`src/rtl/mips_state_sequencer.sv`:
```
`default_nettype none
// ============================================================================
// mips_state_sequencer: multi-cycle FETCH/DECODE/EXECUTE/MEM/WB/HALT sequencer.
// Optional waitrequest watchdog: define SEQ_WAIT_WATCHDOG_EN.  Revision 1.0
// ============================================================================
module mips_state_sequencer #(
  parameter int WAIT_TIMEOUT = 255,
  parameter int CNT_W        = 32
) (
  input  logic             clk,
  input  logic             reset,
  input  logic [5:0]       opcode,
  input  logic [5:0]       func_code,
  input  logic             mem_read,
  input  logic             mem_write,
  input  logic             waitrequest,
  input  logic             md_busy,
  input  logic             halt_req,
  output logic [2:0]       state,
  output logic             active,
  output logic             stall,
  output logic             md_start,
  output logic [CNT_W-1:0] instr_count,
  output logic             bus_error
);

  typedef enum logic [2:0] {
    FETCH_INSTR   = 3'b000,
    DECODE        = 3'b001,
    EXECUTE       = 3'b010,
    MEMORY_ACCESS = 3'b011,
    WRITE_BACK    = 3'b100,
    HALT          = 3'b101
  } state_t;

  state_t           state_q, state_d;
  logic             md_started_q, md_started_d;
  logic [CNT_W-1:0] count_q, count_d;
  logic             is_load, is_md, mem_phase, mem_stall;
  logic             hold, retire, timeout, md_start_c;

  // Loads are 100000..100110; 100111 is not a load.
  assign is_load   = (opcode[5:3] == 3'b100) && (opcode[2:0] != 3'b111);
  assign is_md     = (opcode == 6'b000000) && (func_code[5:2] == 4'b0110);
  assign mem_phase = (state_q == FETCH_INSTR) || (state_q == MEMORY_ACCESS);
  assign mem_stall = mem_phase && (mem_read || mem_write) && waitrequest;

`ifdef SEQ_WAIT_WATCHDOG_EN
  localparam int WAIT_W = (WAIT_TIMEOUT > 1) ? $clog2(WAIT_TIMEOUT + 1) : 1;

  logic [WAIT_W-1:0] wait_cnt_q, wait_cnt_d;
  logic              bus_error_q, bus_error_d;

  assign timeout = mem_stall && ((32'(wait_cnt_q) + 32'd1) >= 32'(WAIT_TIMEOUT));

  always_comb begin
    wait_cnt_d  = '0;
    bus_error_d = bus_error_q;
    if (timeout) begin
      bus_error_d = 1'b1;
    end else if (mem_stall) begin
      wait_cnt_d = wait_cnt_q + 1'b1;
    end
  end

  always_ff @(posedge clk) begin
    if (reset) begin
      wait_cnt_q  <= '0;
      bus_error_q <= 1'b0;
    end else begin
      wait_cnt_q  <= wait_cnt_d;
      bus_error_q <= bus_error_d;
    end
  end

  assign bus_error = bus_error_q;
`else
  logic unused_wait_cfg;

  assign unused_wait_cfg = (WAIT_TIMEOUT == 0);
  assign timeout         = 1'b0;
  assign bus_error       = 1'b0;
`endif

  always_comb begin
    state_d      = state_q;
    md_started_d = md_started_q;
    md_start_c   = 1'b0;
    hold         = 1'b0;
    retire       = 1'b0;
    case (state_q)
      FETCH_INSTR: begin
        if (timeout)        state_d = HALT;
        else if (mem_stall) hold    = 1'b1;
        else                state_d = DECODE;
      end
      DECODE: state_d = EXECUTE;
      EXECUTE: begin
        if (!is_md) begin
          state_d = MEMORY_ACCESS;
        end else if (!md_started_q) begin
          md_start_c   = 1'b1;
          md_started_d = 1'b1;
          hold         = 1'b1;
        end else if (md_busy) begin
          hold = 1'b1;
        end else begin
          md_started_d = 1'b0;
          state_d      = MEMORY_ACCESS;
        end
      end
      MEMORY_ACCESS: begin
        if (timeout) begin
          state_d = HALT;
        end else if (mem_stall) begin
          hold = 1'b1;
        end else if (is_load) begin
          state_d = WRITE_BACK;
        end else begin
          retire  = 1'b1;
          state_d = halt_req ? HALT : FETCH_INSTR;
        end
      end
      WRITE_BACK: begin
        retire  = 1'b1;
        state_d = halt_req ? HALT : FETCH_INSTR;
      end
      HALT:    state_d = HALT;
      default: state_d = FETCH_INSTR;
    endcase
    count_d = retire ? count_q + 1'b1 : count_q;
  end

  always_ff @(posedge clk) begin
    if (reset) begin
      state_q      <= FETCH_INSTR;
      md_started_q <= 1'b0;
      count_q      <= '0;
    end else begin
      state_q      <= state_d;
      md_started_q <= md_started_d;
      count_q      <= count_d;
    end
  end

  // Combinational strobes are masked while reset is held so reset wins outright.
  assign state       = state_q;
  assign active      = (state_q != HALT);
  assign stall       = hold && !reset;
  assign md_start    = md_start_c && !reset;
  assign instr_count = count_q;

endmodule
`default_nettype wire

```
`config.mk`:
```
export PLATFORM = sky130hd
export DESIGN_NAME = mips_state_sequencer
export DESIGN_NICKNAME = d
export VERILOG_FILES = /design/src/rtl/mips_state_sequencer.sv
export SDC_FILE = /design/constraint.sdc
export NUM_CORES = 1
export LEC_CHECK = 0
export ABC_AREA = 1
export BUFFER_PORTS_ARGS = -buffer_cell sky130_fd_sc_hd__buf_2
export CAP_MARGIN = 20
export CORE_UTILIZATION = 49
export CTS_BUF_LIST = sky130_fd_sc_hd__clkbuf_8
export CTS_CLUSTER_DIAMETER = 80
export DETAILED_ROUTE_END_ITERATION = 12
export GPL_TIMING_DRIVEN = 0
export PLACE_DENSITY_LB_ADDON = 0.3
export SLEW_MARGIN = 20
export SYNTH_ARGS = -nofsm -noshare
export SYNTH_HDL_FRONTEND = slang
export SYNTH_SLANG_ARGS = --single-unit
```
`constraint.sdc`:
```
create_clock -name clk -period 1.35 [get_ports clk]
set_input_delay 0.27 -clock clk [delete_from_list [all_inputs] [get_ports clk]]
set_output_delay 0.27 -clock clk [all_outputs]
set_load 0.01 [all_outputs]
```
# [Yosys cells after proc, flatten, opt, wreduce, memory -nomap -nowiden]
# Index checks and enable logic that the tools add are counted.
[totals] ff_bits=36 inputBits=19 output_inout_bits=39 wordCells=50
[op_classes] n_addsub=1 eq_ne=13 muxes=19 reduce_logical=14
[op_table] operator="$add 32x1->32 const B" n=1
[op_table] operator="$mux 3" n=7
[op_table] operator="$pmux 3 s6" n=1
[op_table] operator="$ne 3x3->1 const B" n=4
[op_table] operator="$eq 3x3->1 const B" n=3
[op_table] operator="$mux 1" n=9
[op_table] operator="$eq 3x2->1 const B" n=2
[op_table] operator="$logic_and 1x1->1" n=6
[op_table] operator="$logic_not 6->1" n=1
[op_table] operator="$eq 4x3->1 const B" n=1
[op_table] operator="$ne 2x2->1 const B" n=2
[op_table] operator="$pmux 1 s2" n=2
[op_table] operator="$reduce_and 4->1" n=1
[op_table] operator="$eq 3x1->1 const B" n=1
[op_table] operator="$logic_not 3->1" n=1
[op_table] operator="$logic_or 1x1->1" n=2
[op_table] operator="$reduce_and 2->1" n=1
[op_table] operator="$reduce_or 2->1" n=1
[op_table] operator="$logic_not 1->1" n=1

# [Depth between registers and ports, before layout]
[depth] ltp_word=7 depth_mapped=11 depth_no_buf=10

# [Worst setup path before layout]
# No wires, ideal clock.
[synth_timing] path_type="flip-flop to flip-flop" from="reg count_q[0] (netlist: instr_count[0])" to="reg count_q[20] (netlist: instr_count[20])" setup_ns=0.113 t_arrival_ns=1.405 required_time_ns=1.237 slack_ns=-0.167 stages_incl_launch_ff=11 n_path_buf=0 synth_period_minus_slack_ns=1.517 cell_sequence="dfxtp_1 > ha_1 > nand2_1 > nor2_4 > nand3_2 > nor2_1 > nand2_1 > clkinv_1 > nand2_1 > nand2_1 > nor2_1"
[synth_between] elab_chain_len=1
[synth_rtl] item="start, declared" line="38" text="logic [CNT_W-1:0] count_q, count_d;"
[synth_rtl] item="start signal, assigned" line="142" text="count_q <= count_d;"
[synth_rtl] item="$add 32x1->32" line="131" text="count_d = retire ? count_q + 1'b1 : count_q;"
# Every way passes these cells.
# A chain may end at the register's enable or synchronous reset.

# [Final worst setup path]
[layout_timing] from="reg count_q[17] (netlist: instr_count[17])" to="reg count_q[21] (netlist: instr_count[21])"
# The elaborated chain is that of the path after synthesis.

==> impl_results.md <==
- Status: finished with violations
- Violated checks: setup timing
- Worst reg-to-reg path cell count: 9
- Pwr/cell area: 695 mW/mm2
- YS warnings: 0
- Initial antenna violation count: 0
- RSZ-0062 raised after global routing: yes
- Worst slew pin tran: 0.599 ns
- Leak: 1.47 nW
- Hold depth: 2
- Root Buffer: clkbuf_8
- I/O pin count: 58
- Crit path max-delay cell type: dfxtp_1
- Cts bufs inserted: 5
- Vias in the first global route: 2,827
- Final Hold Slack: roughly 0.35 ns
- Synth Area in Compound Gates: 0.0807
- CTS clk-pin slew, worst paths: 0.08 ns
- Max-Cap Viols: 0
- Pins Over Slew Limit: 0
- Setup CP Type: flop to flop
- Top cells by area, synth: dfxtp_1 33%, nand2_1 15%, nor2_1 9.8%, nand3_1 9.5%, inv_1 7.8%
- Count of final setup violators: 35
- Seq cells post-synth: 36
- Nets@finish: 467
- Vias: approximately 2.9k
- Number of distinct library cells after synthesis: 28
- VDD IR max: between 0.0004 and 0.0005 V
- Drt wl/cell: between 15 and 20 um
- Post-Synth Adder-Cell Area: 0.00564
- Die height: 69.3 um
- Post-synth EDFFs: 0
- First-pass detailed-route iteration total: 7
- CP cell instances: nand2_1, nor2_1, nand2_1, nor2_4, nand2_2, clkinv_2, nand2_1, nand2_1, nor2_1
- CP Launch Type: flop
- DP HPWL: 4230 um
- Clk sinks: 36
- CTS H-tree lvls: 2
- Most common cell in the netlist: nand2_1
- Core ar.: approximately 0.0044 mm2
- Sequential area share after synthesis: 0.325
- Via density: 5.73
- All-Layer GR Usage: 0.326
- Synth Flop Type: dfxtp_1
- Clock latency on the worst-skew pair: 0.30 ns
- Synth Area in Simple Gates: 0.466
- Crit path max-delay family: simple AND/OR/NAND/NOR gates
- Hold Startpoint: reset
- GRT overflow: 0
- Post-Synth XOR/XNOR Area: 0
- WL final: 7810 um
- F_max: ~640 MHz
- Maximum number of pins on one net before global-route repair: 11
- Row count: 24
- Starting density of the core: 0.509
- Routability Congestion: 0.946
- Asr flop ratio synth: 0
- Syn-to-layout area delta: 47.7%
- TritonCTS clock tree: built
- Share of cells above drive strength 1: 0.377
- Crit-path max cell delay: 0.46 ns
- Critical Path AT: roughly 1.8 ns
- Min-delay worst type: input port to flop
- WHS Endpoint: state[1]
- Final worst clock skew: roughly 0.0063 ns
- Yosys top cell by area: dfxtp_1
- Fill cells: approximately 310
- Post-synth top area share: 0.325
- Clk buf depth: 2
- Hold_buf cts: 0
- Min Tclk post-route: 1.56 ns
- R2r startpoint: instr_count[17]
- Cells after Synth: ~360
- Syn Std Cell Area: 0.00222 mm2
- I/O Buffers: 53
- Final WS setup: -0.210 ns
- DIE AREA: ~0.0048 mm2
- CP required: around 1.6 ns
- Crit. Startpoint: instr_count[17]
- Mux share of post-synthesis cell area: 0
- Reg2reg setup slack: -0.21 ns
- Worst rel slew slack: 0.601
- Number of diodes: 0
- # DRC: 0
- Post-DRT Antenna Nets: 0
- Syn_area_per_cell: 6.09 um2
- Final hold vios: 0
- Syn_nets: 384
- Die W: 69.3 um
- Global-route wire length before repair: 12,500 um
- Total power: 2.28 mW
- Top cells by count, synth: 87 x nand2_1, 58 x nor2_1, 46 x inv_1
- Iter 0 DRT Violations: 259
- Largest family of logic cells by synthesized area: simple AND/OR/NAND/NOR gates
- Most Frequent Cell on Critical Path: nand2_1
- Period utilization: 1.16
- CP Capture Type: flop
- WP buf/inv: 1
- CP Max Fanout: 5
- Worst R2R End: instr_count[21]
registers in the layout, indices dropped and copies added (netlist names):
register / cells
md_started_q: 1
state: 3
instr_count: 32
cells in the final DEF (no fill, tap or decap), types with 12 or more instances in the layout:
cell type	count
nand4_1	13
nand2_1	81
dfxtp_1	19
a21oi_1	18
nand3_2	19
nor3_1	12
nand3_1	24
dfxtp_2	12
buf_2	53
nor2_1	49
inv_1	47
buf_4	12
metrics by stage:
stage / cells / util / TNS, ns / worst slack, ns / area [um2]
floorplan: 364 / - / 0 / 0.00662 / 2250
global placement: 469 / 0.593 / -3.14 / -0.143 / 2580
detailed placement: 469 / 0.593 / -4.01 / -0.184 / 2580
CTS: 498 / 0.735 / -6.07 / -0.268 / 3200
global route: 500 / 0.752 / -7.65 / -0.307 / 3280
finish: 500 / 0.752 / -4.29 / -0.210 / 3280
final cells by class:
| class | count | area (um2) | share of cell area |
|---|---|---|---|
| Timing Repair Buffer | 77 | 589 | 0.180 |
| Sequential cell | 36 | 754 | 0.230 |
| Inverter | 50 | 190 | 0.0581 |
| Clock inverter | 2 | 7.51 | 0.00229 |
| Buffer | 11 | 105 | 0.0321 |
| Tap cell | 52 | 65.1 | 0.0199 |
| Clock buffer | 6 | 82.6 | 0.0252 |
| Multi-Input combinational cell | 266 | 1480 | 0.452 |
worst max-delay path by stage:
stage,to,slack (ns),cells after the start
global placement,instr_count[21],-0.14,9
global route,stall,-0.31,6
CTS,md_start,-0.27,6
floorplan,instr_count[18],0.007,10
detailed placement,instr_count[21],-0.18,9
finish,instr_count[21],-0.21,9
report_power, final:
part           switching (mW)  internal [mW]  leakage [nW]
clock network           0.414          0.402        0.0538
logic                   0.182          0.185          1.11
registers              0.0227           1.07         0.300
total                   0.618           1.66          1.47
logic make-up after synthesis:
kind of cell / count (synthesis)
and+or+nand+nor: 230
buffers and inverters: 62
DFF: 36
AOI/OAI and AO/OA: 34
adders and majority gates: 1
other: 1
metal layers:
metal / global-route usage / part of all wire / vias up
li1: - / - / 1337
met1: 0.372 / 0.36 / 1257
met2: 0.545 / 0.47 / 210
met3: 0.0770 / 0.11 / 59
met4: 0.206 / 0.056 / 0
met5: 0 / 0 / -
repair_timing:
action | 4_1_cts | 5_1_grt
cloned | 6 | 0
gates resized for setup | 73 | 25
setup endpoints to repair | 35 | 36
pin swaps | 33 | 8
setup buffers | 15 | 3
(Power assumes the default switching activity.)
